`src/rtl/matmul_wb_pkg.sv`:
```
// Shared types and helpers for the matrix-multiplier result write-back path.
package matmul_wb_pkg;

  typedef enum logic [1:0] {IDLE, ACTIVE, WAIT_ACK, DONE} wb_state_t;

  // Row-major address of element (n,m).
  function automatic int unsigned addr_of(int unsigned base, int unsigned cols,
                                          int unsigned n, int unsigned m);
    return base + n * cols + m;
  endfunction

endpackage

```
`src/rtl/wb_fifo.sv`:
```
// Small circular result FIFO; DEPTH must be a power of two so pointers wrap naturally.
module wb_fifo #(
  parameter int DEPTH  = 4,
  parameter int DATA_W = 32
) (
  input  logic                       clk,
  input  logic                       rst_n,
  input  logic                       push,
  input  logic                       pop,
  input  logic                       clr,
  input  logic [DATA_W-1:0]          din,
  output logic [DATA_W-1:0]          dout,
  output logic                       full,
  output logic                       empty,
  output logic [$clog2(DEPTH+1)-1:0] count
);
  localparam int PW = $clog2(DEPTH);
  localparam int CW = $clog2(DEPTH + 1);

  logic [DATA_W-1:0] mem [DEPTH];
  logic [PW-1:0]     wr_ptr, rd_ptr;

  assign full  = (count == CW'(DEPTH));
  assign empty = (count == '0);
  assign dout  = mem[rd_ptr];

  always_ff @(posedge clk or negedge rst_n) begin
    if (!rst_n) begin
      wr_ptr <= '0;
      rd_ptr <= '0;
      count  <= '0;
    end else if (clr) begin
      wr_ptr <= '0;
      rd_ptr <= '0;
      count  <= '0;
    end else begin
      if (push) wr_ptr <= wr_ptr + PW'(1);
      if (pop)  rd_ptr <= rd_ptr + PW'(1);
      case ({push, pop})
        2'b10:   count <= count + CW'(1);
        2'b01:   count <= count - CW'(1);
        default: ;
      endcase
    end
  end

  // Storage needs no reset; the pointers define what is valid.
  always_ff @(posedge clk) begin
    if (push) mem[wr_ptr] <= din;
  end

endmodule

```
`src/rtl/result_writeback.sv`:
```
// Buffers PE results and commits them row-major to result memory over req/ack.
// Optional row markers (row_done/row_idx) are built when WB_ROW_MARK_EN is defined.
module result_writeback
  import matmul_wb_pkg::*;
#(
  parameter int N         = 4,
  parameter int M         = 4,
  parameter int DATA_W    = 32,
  parameter int ADDR_W    = 16,
  parameter int DEPTH     = 4,
  parameter int BASE_ADDR = 0
) (
  input  logic              clk,
  input  logic              rst_n,
  input  logic              start,
  input  logic              res_valid,
  input  logic [DATA_W-1:0] res_data,
  output logic              fifo_full,
  output logic              mem_req,
  output logic [ADDR_W-1:0] mem_addr,
  output logic [DATA_W-1:0] mem_wdata,
  input  logic              mem_ack,
  output logic              wb_done,
  output logic              err
`ifdef WB_ROW_MARK_EN
  ,
  output logic              row_done,
  output logic [((N > 1) ? $clog2(N) : 1)-1:0] row_idx
`endif
);
  localparam int TOTAL = N * M;
  localparam int CNT_W = $clog2(N * M + 1);
  localparam int FCW   = $clog2(DEPTH + 1);
  localparam logic [ADDR_W-1:0] ADDR0 = ADDR_W'(addr_of(BASE_ADDR, M, 0, 0));

  wb_state_t         state, state_nxt;
  logic [CNT_W-1:0]  wr_cnt;
  logic [DATA_W-1:0] fifo_dout;
  logic [FCW-1:0]    fifo_count;
  logic              f_full, f_empty;
  logic              start_ok, accepting, push, pop, drop, acked, last;

  assign start_ok  = start && (state == IDLE || state == DONE);
  assign accepting = (state == ACTIVE) || (state == WAIT_ACK);
  assign push      = res_valid && accepting && !f_full;
  assign drop      = res_valid && !push;
  assign pop       = (state == ACTIVE) && !f_empty;
  assign acked     = (state == WAIT_ACK) && mem_req && mem_ack;
  assign last      = (wr_cnt == CNT_W'(TOTAL - 1));
  assign fifo_full = (fifo_count == FCW'(DEPTH));

  wb_fifo #(.DEPTH(DEPTH), .DATA_W(DATA_W)) u_fifo (
    .clk   (clk),
    .rst_n (rst_n),
    .push  (push),
    .pop   (pop),
    .clr   (start_ok),
    .din   (res_data),
    .dout  (fifo_dout),
    .full  (f_full),
    .empty (f_empty),
    .count (fifo_count)
  );

  always_ff @(posedge clk or negedge rst_n) begin
    if (!rst_n) state <= IDLE;
    else        state <= state_nxt;
  end

  always_comb begin
    state_nxt = state;
    case (state)
      IDLE, DONE: if (start)   state_nxt = ACTIVE;
      ACTIVE:     if (!f_empty) state_nxt = WAIT_ACK;
      WAIT_ACK:   if (acked)   state_nxt = last ? DONE : ACTIVE;
      default:                 state_nxt = IDLE;
    endcase
  end

  always_ff @(posedge clk or negedge rst_n) begin
    if (!rst_n) begin
      mem_req   <= 1'b0;
      mem_addr  <= ADDR0;
      mem_wdata <= '0;
      wr_cnt    <= '0;
      wb_done   <= 1'b0;
      err       <= 1'b0;
    end else if (start_ok) begin
      mem_addr <= ADDR0;
      wr_cnt   <= '0;
      wb_done  <= 1'b0;
      err      <= 1'b0;
    end else begin
      if (drop) err <= 1'b1;
      if (pop) begin
        mem_wdata <= fifo_dout;
        mem_req   <= 1'b1;
      end
      if (acked) begin
        mem_req  <= 1'b0;
        mem_addr <= mem_addr + ADDR_W'(1);
        wr_cnt   <= wr_cnt + CNT_W'(1);
        if (last) wb_done <= 1'b1;
      end
    end
  end

`ifdef WB_ROW_MARK_EN
  localparam int MC_W = (M > 1) ? $clog2(M) : 1;
  localparam int NR_W = (N > 1) ? $clog2(N) : 1;

  logic [MC_W-1:0] col;
  logic [NR_W-1:0] row;

  always_ff @(posedge clk or negedge rst_n) begin
    if (!rst_n) begin
      col <= '0;
      row <= '0;
    end else if (start_ok) begin
      col <= '0;
      row <= '0;
    end else if (acked) begin
      if (col == MC_W'(M - 1)) begin
        col <= '0;
        row <= row + NR_W'(1);
      end else begin
        col <= col + MC_W'(1);
      end
    end
  end

  assign row_done = acked && (col == MC_W'(M - 1));
  assign row_idx  = row;
`endif

endmodule
```
`config.mk`:
```
export PLATFORM = sky130hd
export DESIGN_NAME = result_writeback
export DESIGN_NICKNAME = d
export VERILOG_FILES = /design/src/rtl/matmul_wb_pkg.sv /design/src/rtl/wb_fifo.sv /design/src/rtl/result_writeback.sv
export SDC_FILE = /design/constraint.sdc
export NUM_CORES = 1
export LEC_CHECK = 0
export ABC_CLOCK_PERIOD_IN_PS = 2700
export BUFFER_PORTS_ARGS = -buffer_cell sky130_fd_sc_hd__buf_2
export CAP_MARGIN = 20
export CELL_PAD_IN_SITES_DETAIL_PLACEMENT = 1
export CELL_PAD_IN_SITES_GLOBAL_PLACEMENT = 1
export CORE_ASPECT_RATIO = 0.9
export CORE_MARGIN = 2
export CORE_UTILIZATION = 32
export CTS_BUF_LIST = sky130_fd_sc_hd__clkbuf_8
export DETAILED_ROUTE_END_ITERATION = 7
export GPL_ROUTABILITY_DRIVEN = 0
export PLACE_DENSITY_LB_ADDON = 0.1
export SYNTH_ARGS = -nofsm -noshare
export SYNTH_HDL_FRONTEND = slang
export SYNTH_SLANG_ARGS = --single-unit
```
`constraint.sdc`:
```
create_clock -name clk -period 2.7 [get_ports clk]
set_clock_uncertainty 0.05 [all_clocks]
set_input_delay 0.81 -clock clk [delete_from_list [all_inputs] [get_ports clk]]
set_output_delay 0.81 -clock clk [all_outputs]
set_load 0.03 [all_outputs]
```
==> results of run 1 <==
-- state kept, by name, summed over array words and instances, names as in the netlist --
signal         flops
u_fifo.mem       128
mem_wdata         32
mem_addr          16
wr_cnt             5
u_fifo.count       3
state              2
u_fifo.rd_ptr      2
u_fifo.wr_ptr      2
err                1
mem_req            1
wb_done            1
-- final timing paths --
path,start,end,slack [ps],depth (start not counted)
hold / removal,rst_n,mem_addr[11],240,1
setup reg to reg,u_fifo.count[0],u_fifo.count[2],150,6
setup / recovery,u_fifo.count[2],fifo_full,120,3
max in group asynchronous,rst_n,mem_wdata[6],1770,2
hold reg to reg,err,err,450,2
min in group clk,err,err,450,2
-- cell usage after synthesis (7+ instances only) --
cell / count / area (um2)
ha_1: 9 / 113
buf_2: 7 / 35.0
nand2_1: 20 / 75.1
edfxtp_1: 128 / 3840
nor3_1: 8 / 40.0
dfrtp_1: 65 / 1630
inv_1: 8 / 30.0
clkbuf_1: 8 / 30.0
a21oi_1: 12 / 60.1
nor2_1: 21 / 78.8
mux2_2: 32 / 360
xnor2_1: 8 / 70.1
o21ai_0: 9 / 45.0
mux4_2: 32 / 721
-- metrics by stage --
| stage | std cells | area, um2 |
|---|---|---|
| finish | 844 | 8900 |
| global route | 843 | 8890 |
| CTS | 843 | 8890 |
| detailed placement | 811 | 8480 |
| global placement | 811 | 8480 |
| floorplan | 423 | 7570 |
-- power breakdown --
group,switching [mW],internal [mW]
combinational,1.86,1.37
clock,1.08,0.855
sequential,0.307,3.83
total,3.25,6.06
-- critical path, delay by kind of cell (launching register included) --
| kind | cells | cell delay, ps |
|---|---|---|
| simple gates | 1 | 470 |
| buf+inv | 2 | 340 |
| flops | 1 | 460 |
-- cell type report --
class | instances | area, um2
well taps | 302 | 378
repair buffers | 103 | 593
fillers | 2360 | 14400
inverters | 8 | 30.0
clock inverters | 15 | 176
diodes | 1 | 2.50
multi-input cells | 205 | 2010
flip-flops and latches | 193 | 5470
clock buffers | 17 | 234
-- placed cells by master, fill, tap and decap left out, types with 3 or more instances in the layout --
| cell type | Yosys | layout |
|---|---|---|
| o31ai_1 | 3 | 3 |
| clkbuf_8 | 0 | 17 |
| edfxtp_1 | 128 | 128 |
| buf_4 | 0 | 13 |
| inv_1 | 8 | 8 |
| ha_1 | 9 | 9 |
| dfrtp_1 | 65 | 62 |
| nor2_1 | 21 | 20 |
| a21oi_1 | 12 | 12 |
| nor3_1 | 8 | 8 |
| inv_6 | 0 | 3 |
| mux4_2 | 32 | 32 |
| mux2_2 | 32 | 32 |
| nand2_1 | 20 | 20 |
| o21ai_0 | 9 | 9 |
| nand4_1 | 3 | 3 |
| dfrtp_2 | 0 | 3 |
| buf_12 | 0 | 3 |
| buf_2 | 7 | 87 |
| nand3_1 | 5 | 5 |
| inv_8 | 0 | 3 |
| or3_1 | 3 | 3 |
| xnor2_1 | 8 | 8 |
| xor2_1 | 5 | 5 |
| and3_2 | 1 | 5 |
-- kinds of logic after synthesis --
logic type      count (synthesis)
flops                         193
buf+inv                        25
fa+ha+maj                      10
compound gates                 35
mux                            65
simple gates                   82
xor+xnor                       13
-- per-layer routing --
metal	global-route usage (%)	up-vias	wire, um
met4	5.04	0	200
met3	3.91	11	972
li1	-	1845	-
met1	16.5	2109	6760
met2	22.8	87	7930
met5	0	-	0
-- repair_timing --
action,4_1_cts,5_1_grt
hold buffers,0,0
gates resized for setup,1,1
endpoints found under the hold margin,0,0
endpoints found under the setup margin,1,2
pin swaps,0,0
setup buffers,0,0
==> results by group, run 1 <==
Logic synthesis
  • Post-synthesis cell area: 7570 um2
  • Post-synth EDFFs: 128
  • Post-Synthesis Cells: 423
  • Warnings, synthesis: 0
  • Area share of fa/ha/maj cells after synthesis: 1.75%
  • Largest family of logic cells by synthesized area: multiplexers
  • Count of cell types in the netlist: 45
  • Synth Area in Compound Gates: 2.88%
  • Multiplexer share of the synthesized area: 14.4%
  • Mean post-synth cell area: 17.9 um2
  • Simple logic cell fraction of the synthesized area: 5.79%
  • #FFs+latches synth: 193
  • Main flop type after synthesis: edfxtp_1
  • Post-Synth XOR/XNOR Area: 1.50%
  • Sequential share of the synthesized area: 72.3%
  • Net Count, Synth: 470
  • Async SR Flop Fraction: 33.7%

Routing
  • ANT nets after route: 0
  • DRT iter0 DRCs: 191
  • Post-DR vias/cell: 4.80
  • DRT Wirelength: 15900 um
  • DR pass1 iterations: 4
  • DR DRC count: 0
  • DR WL/cell: 18.8 um
  • Vias: 4052

Clock tree
  • CTS Buf Count: 17
  • CTS tree: yes
  • CTS Sinks: 193
  • Max Root-Sink Buffers: 2
  • Htree depth: 4
  • Clk root buf: clkbuf_8
  • Insertion delay to the later sink of the worst-skew pair: 460 ps
  • Worst-path clk slew: 110 ps

Timing
  • Fmax achieved: 388 MHz
  • Worst Tran Pin Value: 723 ps
  • Crit share post-route: 95.6%
  • Rel. slew slack: 51.4%
  • Final worst slack: 120 ps
  • Min Tclk post-route: 2580 ps
  • Final slew viol count: 0
  • Unrepaired setup endpoints after global routing: false
  • Hold WS: 241 ps
  • Setup TNS: 0 ps
  • Endpoints failing hold: 0
  • Final setup fails: 0

Critical path
  • Slowest-stage cell, CP: or3b_4
  • Crit path DAT: 1720 ps
  • Worst Path Required: 1840 ps
  • Kind of critical path: flop to output pin
  • CP cell instances: or3b_4 -> inv_1 -> buf_2
  • CP endpoint kind: output pin
  • Critical Path Source Type: flop
  • Crit path max fanout: 9
  • Crit path largest cell delay: 470 ps

Power
  • Maximum VDD drop: 339 uV
  • Tot Pwr: 9.31 mW
  • Static Leak: 3.34 nW
  • Power Density: 1050 nW/um2

Final layout
  • Final Util: 38.2%
  • Final nets: 575
  • Layout cells sized above 1: 39.7%
  • P&R area growth vs syn: 17.6%

Floorplanning
  • FP Rows: 53
  • Initial core utilization: 32.5%
  • Total Die Area: 24900 um2
  • Core area: 23300 um2
  • # IOs: 89
  • Chip height: 150 um
  • Die Width: 166 um

Global routing
  • Largest net degree at the start of global routing: 37
  • GR Overflow Total: 0
  • Initial antenna violation count: 1
  • Global-route usage over all layers: 13.5%
  • Global-route wire length before repair: 25100 um
  • Number of global-route vias before repair: 4480

Place
  • Worst slack at placement: 147 ps
  • Number of port buffers: 88
  • Hpwl dp: 10200 um

Hold path
  • Hold Path Class: primary input to asynchronous set/reset pin

Job
  • Max-Cap Viols: 0

Status
  • Status: finished clean
No activity file was read; power rests on OpenSTA's default activity.
==> inputs of run 2 (changes only) <==
--- a/config.mk
+++ b/config.mk
@@ -16,6 +16,7 @@
 export CTS_BUF_LIST = sky130_fd_sc_hd__clkbuf_8
 export DETAILED_ROUTE_END_ITERATION = 7
 export GPL_ROUTABILITY_DRIVEN = 0
+export GPL_TIMING_DRIVEN = 0
 export PLACE_DENSITY_LB_ADDON = 0.1
 export SYNTH_ARGS = -nofsm -noshare
 export SYNTH_HDL_FRONTEND = slang
==> results by group, run 2 (same netlist as run 1, synthesis figures left out) <==
Final layout
  • Final nets: 581 (was 575)
  • Commonest cells after routing, fill and taps aside: 128 x edfxtp_1, 93 x buf_2, 64 x dfrtp_1 (was 128 x edfxtp_1, 87 x buf_2, 62 x dfrtp_1)
  • Most common cell after layout, fill and taps aside: edfxtp_1 (unchanged)
  • Cell area after layout: 8920 um2 (was 8900 um2)
  • Largest regs: u_fifo.mem: 128 flops, mem_wdata: 32 flops, mem_addr: 16 flops (unchanged)
  • Max reg flops: 128 (unchanged)
  • Largest reg by FF count: u_fifo.mem (unchanged)
  • Layout cells sized above 1: 38.9% (was 39.7%)
  • P&R area growth vs syn: 17.9% (was 17.6%)
  • Final Util: 38.3% (was 38.2%)
  • Final non-filler cell total: 851 (was 844)

Timing
  • Hold WS: 164 ps (was 241 ps)
  • Fmax achieved: 397 MHz (was 388 MHz)
  • Endpoints failing hold: 0 (unchanged)
  • Final slew viol count: 0 (unchanged)
  • Rel. slew slack: 51.4% (about the same)
  • Worst Tran Pin Value: 729 ps (was 723 ps)
  • Final worst slack: 178 ps (was 120 ps)
  • Unrepaired setup endpoints after global routing: false (unchanged)
  • Final setup fails: 0 (unchanged)
  • Min Tclk post-route: 2520 ps (was 2580 ps)
  • Crit share post-route: 93.4% (was 95.6%)
  • Setup TNS: 0 ps (unchanged)

Place
  • Placed insts: 818 (was 811)
  • Hpwl dp: 10200 um (about the same)
  • Worst slack at placement: -66.8 ps (was 147 ps)
  • Post-placement cell area: 8500 um2 (was 8480 um2)
  • Number of port buffers: 88 (unchanged)

Routing
  • DRT iter0 DRCs: 188 (was 191)
  • Met3 wire len: 779 um (was 972 um)
  • Vias: 4045 (was 4052)
  • DR pass1 iterations: 4 (unchanged)
  • Routed wl met2: 7950 um (was 7930 um)
  • DR DRC count: 0 (unchanged)
  • DRT Wirelength: 15900 um (about the same)
  • Routed met1 length: 6950 um (was 6760 um)
  • Highest Signal Layer: met5 (was met4)
  • Post-DR vias/cell: 4.75 (was 4.80)
  • DR WL/cell: 18.6 um (was 18.8 um)
  • ANT nets after route: 0 (unchanged)

Critical path
  • Worst Path Required: 1840 ps (about the same)
  • Crit path DAT: 1660 ps (was 1720 ps)
  • R2R Setup Slk: 260 ps (was 150 ps)
  • Kind of critical path: flop to output pin (unchanged)
  • Crit path max fanout: 9 (unchanged)
  • CP endpoint kind: output pin (unchanged)
  • Critical Path Source Type: flop (unchanged)

Power
  • Int Pwr: 5.90 mW (was 6.06 mW)
  • Power Density: 1040 nW/um2 (was 1050 nW/um2)
  • Tot Pwr: 9.24 mW (was 9.31 mW)
  • Maximum VDD drop: 335 uV (was 339 uV)
  • Net Switching: 3.34 mW (was 3.25 mW)
  • Static Leak: 3.34 nW (about the same)
  • Register share of total power: 44.4% (was 44.5%)
  • Switching portion of total power: 36.2% (was 34.9%)
  • Comb pwr share: 35.2% (was 34.7%)
  • Clk network pwr share: 20.5% (was 20.8%)

Clock tree
  • Clk root buf: clkbuf_8 (unchanged)
  • CTS Buf Count: 17 (unchanged)
  • Insertion delay to the later sink of the worst-skew pair: 470 ps (was 460 ps)
  • Worst-path clk slew: 110 ps (about the same)
  • Post-CTS Hold Buffers: 0 (unchanged)
  • CTS Sinks: 193 (unchanged)
  • Max Root-Sink Buffers: 2 (unchanged)
  • CTS tree: yes (unchanged)
  • Htree depth: 4 (unchanged)
  • # Post-CTS Setup Buffers: 0 (unchanged)

Global routing
  • Global-route usage over all layers: 13.8% (was 13.5%)
  • Largest net degree at the start of global routing: 47 (was 37)
  • Number of global-route vias before repair: 4511 (was 4480)
  • Initial antenna violation count: 3 (was 1)
  • GR Overflow Total: 0 (unchanged)
  • Global-route wire length before repair: 25800 um (was 25100 um)

Floorplanning
  • Chip height: 150 um (unchanged)
  • Total Die Area: 24900 um2 (unchanged)
  • Core area: 23300 um2 (unchanged)
  • Initial core utilization: 32.5% (unchanged)
  • FP Rows: 53 (unchanged)
  • # IOs: 89 (unchanged)
  • Die Width: 166 um (unchanged)

Status
  • Status: finished clean (unchanged)

Job
  • Max-Cap Viols: 0 (unchanged)

Hold path
  • Hold Path Class: primary input to asynchronous set/reset pin (unchanged)
==> run 2: worst paths after layout <==
kind / from / to / depth (start not counted)
worst max-delay path: u_fifo.count[0] / fifo_full / 3
worst min-delay path: rst_n / mem_addr[7] / 1
worst max register to register: state[0] / mem_wdata[3] / 7
worst min register to register: wb_done / wb_done / 2
max in group asynchronous: rst_n / u_fifo.count[0] / 2
min in group clk: wb_done / wb_done / 2
==> run 2: cell type report <==
cell class                      count  area, um2
Antenna cell                        2       5.00
Buffer                             16       68.8
Clock buffer                       17        234
Clock inverter                     15        176
Fill cell                        2318      14400
Inverter                            8       30.0
Multi-Input combinational cell    205       2010
Sequential cell                   193       5470
Tap cell                          302        378
Timing Repair Buffer               93        553
==> run 2: critical path: stages, from the launching register on <==
cell and delay [ps]:
dfrtp_2 470, or3b_4 460, inv_1 100, buf_4 170
==> run 2: repair_timing <==
item,4_1_cts,5_1_grt
setup endpoints to repair,1,31
resized for setup,2,3
pin swaps,0,0
==> run 2: metal layers <==
layer  GRT usage [%]  vias to the layer above
li1                -                     1853
met1            17.6                     2112
met2            22.7                       62
met3            4.18                       16
met4            4.35                        2
met5               0                        -
==> run 2: power groups by stage <==
stage               clock network (mW)  logic [mW]  registers (mW)
detailed placement                   0        3.34            4.17
CTS                               1.98        3.36            4.11
floorplan                            0        1.79            4.65
finish                            1.89        3.25            4.10
global route                      2.10        3.58            4.18
global placement                     0        3.22            4.16
